File: config.mk
export PLATFORM = sky130hd
export DESIGN_NAME = fft_frame_sequencer
export DESIGN_NICKNAME = d
export VERILOG_FILES = /design/src/rtl/fft_ctrl_pkg.sv /design/src/rtl/fft_frame_sequencer_fifo.sv /design/src/rtl/fft_frame_sequencer.sv
export SDC_FILE = /design/constraint.sdc
export NUM_CORES = 1
export LEC_CHECK = 0
export BUFFER_PORTS_ARGS = -buffer_cell sky130_fd_sc_hd__buf_2
export CAP_MARGIN = 15
export CORE_MARGIN = 2
export CORE_UTILIZATION = 40
export CTS_CLUSTER_SIZE = 40
export DETAILED_ROUTE_END_ITERATION = 12
export GPL_TIMING_DRIVEN = 0
export PLACE_DENSITY = 0.65
export SLEW_MARGIN = 20
export SYNTH_ARGS = -nofsm -noshare
export SYNTH_HDL_FRONTEND = slang
export SYNTH_SLANG_ARGS = --single-unit
export TNS_END_PERCENT = 20
File: constraint.sdc
create_clock -name clk -period 3.62 [get_ports clk]
set_input_delay 0.362 -clock clk [delete_from_list [all_inputs] [get_ports clk]]
set_output_delay 0.362 -clock clk [all_outputs]
set_load 0.1 [all_outputs]
File: src/rtl/fft_ctrl_pkg.sv
// rtl/fft_ctrl_pkg.sv - shared types and constants for the FFT frame sequencer
package fft_ctrl_pkg;

  typedef enum logic [1:0] {
    IDLE        = 2'd0,
    STREAM      = 2'd1,
    WAIT_RESULT = 2'd2
  } seq_state_e;

  localparam int DEF_DATA_W     = 16;
  localparam int DEF_FFT_PTS    = 1024;
  localparam int DEF_PTS_W      = 11;
  localparam int DEF_FIFO_DEPTH = 16;

  localparam logic [1:0] SINK_ERR_NONE = 2'b00;

endpackage

File: src/rtl/fft_frame_sequencer_fifo.sv
// rtl/fft_frame_sequencer_fifo.sv - first-word-fall-through sample FIFO
module sample_fifo #(
  parameter int DATA_W     = 16,
  parameter int FIFO_DEPTH = 16
) (
  input  logic              clk,
  input  logic              rst_n,
  input  logic              push,
  input  logic              pop,
  input  logic [DATA_W-1:0] din,
  output logic [DATA_W-1:0] dout,
  output logic              full,
  output logic              empty
);

  localparam int AW = $clog2(FIFO_DEPTH);

  logic [DATA_W-1:0] mem_q [FIFO_DEPTH];
  logic [AW:0]       wr_ptr_q;
  logic [AW:0]       rd_ptr_q;
  logic              do_push;
  logic              do_pop;

  // Extra pointer bit distinguishes full (wrapped once) from empty.
  assign empty   = (wr_ptr_q == rd_ptr_q);
  assign full    = (wr_ptr_q[AW] != rd_ptr_q[AW]) &&
                   (wr_ptr_q[AW-1:0] == rd_ptr_q[AW-1:0]);
  assign do_push = push && !full;
  assign do_pop  = pop && !empty;
  assign dout    = mem_q[rd_ptr_q[AW-1:0]];

  // Storage array is not reset; only the pointers define validity.
  always_ff @(posedge clk) begin
    if (do_push) begin
      mem_q[wr_ptr_q[AW-1:0]] <= din;
    end
  end

  // Pointer advance; push and pop in the same cycle are both honoured.
  always_ff @(posedge clk or negedge rst_n) begin
    if (!rst_n) begin
      wr_ptr_q <= '0;
      rd_ptr_q <= '0;
    end else begin
      if (do_push) wr_ptr_q <= wr_ptr_q + 1'b1;
      if (do_pop)  rd_ptr_q <= rd_ptr_q + 1'b1;
    end
  end

endmodule

File: src/rtl/fft_frame_sequencer.sv
// rtl/fft_frame_sequencer.sv - frames a sample stream onto the FFT core Avalon-ST sink
module fft_frame_sequencer
  import fft_ctrl_pkg::*;
#(
  parameter int DATA_W     = DEF_DATA_W,
  parameter int FFT_PTS    = DEF_FFT_PTS,
  parameter int PTS_W      = DEF_PTS_W,
  parameter int FIFO_DEPTH = DEF_FIFO_DEPTH
) (
  input  logic              clk,
  input  logic              rst_n,
  input  logic [DATA_W-1:0] sample_in,
  input  logic              sample_valid,
  input  logic              enable,
  input  logic              inverse_cfg,
  input  logic              clear_ovf,
  input  logic              sink_ready,
  output logic              sink_valid,
  output logic              sink_sop,
  output logic              sink_eop,
  output logic [DATA_W-1:0] sink_real,
  output logic [DATA_W-1:0] sink_imag,
  output logic [1:0]        sink_error,
  output logic              inverse,
  output logic [PTS_W-1:0]  fft_pts,
  input  logic              source_valid,
  input  logic              source_eop,
  output logic              frame_done,
  output logic              overflow,
  output logic              busy
);

  localparam logic [PTS_W-1:0] LAST_BEAT = PTS_W'(FFT_PTS - 1);

  seq_state_e        state_q;
  logic [PTS_W-1:0]  beat_cnt_q;
  logic              inverse_q;
  logic              frame_done_q;
  logic              overflow_q;
  logic              overflow_d;

  logic              fifo_full;
  logic              fifo_empty;
  logic [DATA_W-1:0] fifo_head;
  logic              beat;

  sample_fifo #(
    .DATA_W     (DATA_W),
    .FIFO_DEPTH (FIFO_DEPTH)
  ) u_fifo (
    .clk   (clk),
    .rst_n (rst_n),
    .push  (sample_valid),
    .pop   (beat),
    .din   (sample_in),
    .dout  (fifo_head),
    .full  (fifo_full),
    .empty (fifo_empty)
  );

  // Beats are only offered while streaming; starvation simply drops valid.
  assign sink_valid = (state_q == STREAM) && !fifo_empty;
  assign beat       = sink_valid && sink_ready;
  assign sink_sop   = sink_valid && (beat_cnt_q == '0);
  assign sink_eop   = sink_valid && (beat_cnt_q == LAST_BEAT);
  assign sink_real  = fifo_head;
  assign sink_imag  = '0;
  assign sink_error = SINK_ERR_NONE;
  assign fft_pts    = PTS_W'(FFT_PTS);
  assign inverse    = inverse_q;
  assign frame_done = frame_done_q;
  assign overflow   = overflow_q;
  assign busy       = (state_q != IDLE);

  // Frame FSM: start on enable with data, count beats, wait for result eop.
  always_ff @(posedge clk or negedge rst_n) begin
    if (!rst_n) begin
      state_q      <= IDLE;
      beat_cnt_q   <= '0;
      inverse_q    <= 1'b0;
      frame_done_q <= 1'b0;
    end else begin
      frame_done_q <= 1'b0;
      case (state_q)
        IDLE: begin
          if (enable && !fifo_empty) begin
            state_q    <= STREAM;
            inverse_q  <= inverse_cfg;
            beat_cnt_q <= '0;
          end
        end
        STREAM: begin
          if (beat) begin
            if (beat_cnt_q == LAST_BEAT) begin
              state_q    <= WAIT_RESULT;
              beat_cnt_q <= '0;
            end else begin
              beat_cnt_q <= beat_cnt_q + PTS_W'(1);
            end
          end
        end
        WAIT_RESULT: begin
          if (source_valid && source_eop) begin
            frame_done_q <= 1'b1;
            state_q      <= IDLE;
          end
        end
        default: state_q <= IDLE;
      endcase
    end
  end

  // Sticky drop flag; a drop in the same cycle as a clear keeps it set.
  always_comb begin
    overflow_d = overflow_q;
    if (clear_ovf)                overflow_d = 1'b0;
    if (sample_valid && fifo_full) overflow_d = 1'b1;
  end

  // Overflow register.
  always_ff @(posedge clk or negedge rst_n) begin
    if (!rst_n) overflow_q <= 1'b0;
    else        overflow_q <= overflow_d;
  end

endmodule

==> metrics.txt <==
run status complete, no violations; fillers 2302; number of synthesized register bits 282; Pleak 0.00459 µW; Synth Area per Inst 20.3 µm²; Sw Share 39.2%; sw power 4580 µW; clk_skew 0.0155 ns; cell-by-cell trace of the critical path clkdlybuf4s15_1 > buf_2 > mux4_2 > buf_2; Hold Crit Start inverse_cfg; ANT cells 0; Vias 5629; reg2reg setup slack 0.55 ns; first-pass iteration count of the detailed router 5; Cell variety after synth 44; IO Count 77; wire length of the first global-routing pass 35500 µm; combinational power share 40.0%; slowest stage cell on the critical path clkdlybuf4s15_1; Hold WC Path Type input port to flip-flop; CP max stage delay 0.77 ns; Most used DFF post-synth edfxtp_1; PD cells 873 nW/µm²; CTS H-tree lvls 1; post-layout instance area 13400 µm²; worst setup margin 0.180 ns; total grt overflow 0; Top Family by Delay on Critical Path buffers and inverters; crit path kind flip-flop to output pin; post-route antenna net violation count 0; fin crit share 95.0%; Die Y 173 µm; CTS tree done; die area 29800 µm²; clk buf depth 3; crit path from u_fifo.rd_ptr_q[2]; core area 27900 µm²; Final TNS setup 0 ns; final hold vios 0; Worst-Skew Late Latency 0.57 ns; Post-Syn Area 11400 µm²; post-route insts no fill 1082; largest net degree at the start of global routing 27; R2R Path Start u_fifo.rd_ptr_q[3]; P_int 7080 µW; Final nets 716; die width 173 µm; Reg power frac 35.3%; FP Rows 61; initial core utilization 40.7%; drt via density 5.20; Final Max Slew Viols 0; relative slew slack 27.1%; EDFF count, synth 256; Req. time, crit path 3.26 ns; Tightest Pin Transition 1.09 ns; Total Routed Length 23400 µm; Cells after Synth 561; cell count after placement 1029; worst slack, placed 0.340 ns; TritonCTS Buffers 29; CP arrival 3.08 ns; Max-Cap Viols 0; clock tree sinks 282; fraction of final layout cells sized beyond drive strength 1 35.4%; Starting DRT DRC Count 504; register area share after synthesis 73.3%; residual DRC count 0; startpoint types flip-flop; peak supply drop 1320 µV; initial antenna violation count 0; Final Critical Period 3.44 ns; Async SR Flop Fraction 9.22%; Routed WL per cell 21.7 µm; Yosys warnings 0; clock root cell clkbuf_16; RSZ-0062 raised after global routing no; Hold Slack 0.0440 ns; fmax 291 MHz; Crit Path Max Fanout 10; area of the multi-input gates 2810 µm²; Crit path buffers/inverters 3; Setup-failing EPs final 0; placed instance area 12400 µm²; IO Port Bufs 47; DP HPWL 15200 µm; total track usage 15.7%; routability cong. 0.832; crit path capture type output pin; Worst-path clk slew 0.06 ns; clock share of power 24.8%; vias in the first global route 5866; area grow syn2layout 17.4%; cell mode on critical path buf_2; Register Area 8340 µm²
-- cell usage after synthesis, types with 5 or more instances --
cell      instances  area (µm²)
nand2_1          18        67.6
buf_4            34         255
xnor2_1           7        61.3
clkbuf_1          8        30.0
ha_1              7        87.6
buf_2             6        30.0
edfxtp_1        256        7690
nand3_1          10        50.1
nor3_1            5        25.0
nor3b_1           5        37.5
mux4_2           80        1800
o21ai_0          13        65.1
xor2_1            7        61.3
nor2_1           14        52.6
dfrtp_1          26         651
inv_1            16        60.1
-- state kept, by name (all words and copies together) (netlist names) --
register	cells
u_fifo.rd_ptr_q	5
overflow	1
beat_cnt_q	11
state_q	2
inverse	1
frame_done	1
u_fifo.mem_q	256
u_fifo.wr_ptr_q	5
-- final timing paths --
| kind | endpoint | depth (start not counted) |
|---|---|---|
| max in group asynchronous | u_fifo.rd_ptr_q[0] | 2 |
| hold / removal | inverse | 2 |
| hold reg to reg | inverse | 1 |
| min in group asynchronous | beat_cnt_q[3] | 2 |
| setup reg to reg | u_fifo.mem_q[10][4] | 6 |
| setup / recovery | sink_real[9] | 4 |
-- cells by family after synthesis --
family / share of synthesized area (%)
multiplexers: 16.0
AO/OA/AOI/OAI: 1.85
XOR/XNOR: 1.08
other: 0.0660
buffers and inverters: 3.49
AND/OR/NAND/NOR: 3.45
adder cells (fa/ha/maj): 0.770
flip-flops: 73.3
-- per-stage QoR --
step,total power [µW],util (%)
finish,11700,47.8
global route,12100,47.8
CTS,11800,47.8
detailed placement,8860,44.4
global placement,8680,43.6
floorplan,7840,-
-- per-layer routing --
metal / wire length, µm / vias to the layer above / part of all wire (%) / GRT usage (%)
met5: 0 / - / 0 / 0
li1: - / 2465 / - / -
met3: 1430 / 36 / 6.1 / 2.77
met4: 380 / 0 / 1.6 / 3.74
met1: 9570 / 2923 / 41 / 20.7
met2: 12100 / 205 / 51 / 27.3
-- area by class of cell --
class | instances | share of cell area [%]
plain buffers | 53 | 2.63
inverters | 16 | 0.449
well taps | 378 | 3.54
clock inverters | 21 | 1.50
clock buffers | 30 | 5.46
repair buffers | 65 | 3.01
flip-flops and latches | 282 | 62.4
multi-input cells | 237 | 21.0
-- placed cells by master (no fill, tap or decap), types with 3 or more instances in the layout --
cell type  instances
edfxtp_1         256
mux4_2            80
buf_2             53
buf_4             43
conb_1            29
clkbuf_16         29
dfrtp_1           26
nand2_1           18
inv_1             16
o21ai_0           13
nor2_1            11
nand3_1           10
clkinv_1           8
xor2_1             7
xnor2_1            7
ha_1               7
buf_6              7
clkbuf_2           6
clkbuf_1           6
clkinv_2           5
and3_1             4
nand4_1            4
nor3_2             4
nor3b_2            4
o31ai_1            4
nor2_4             3
a21oi_1            3
nand2b_1           3
bufinv_16          3
-- power by group through the flow --
stage                     sequential (µW)  combinational (µW)  clock, µW
final                                4110                4660       2890
after CTS                            4110                4700       2950
after detailed placement             4180                4690          0
after global routing                 4150                4880       3080
after floorplan                      4180                3660          0
after global placement               4160                4520          0
-- timing repair --
action                     in CTS  in global routing
buffers inserted                0                  0
gates resized for setup         4                  3
hold buffers                    2                  0
setup endpoints to repair      16                 16
pin swaps                       0                  0
hold endpoints to repair       27                  0
-- worst register-to-register path, stage by stage (launching register included) --
cell and delay [ns]:
dfrtp_1 0.36, buf_4 0.20, xor2_1 0.26, nor4_4 0.10, a21boi_2 0.38, nor2b_1 0.42
and3_1 0.95
No activity file was read; power rests on OpenSTA's default activity.
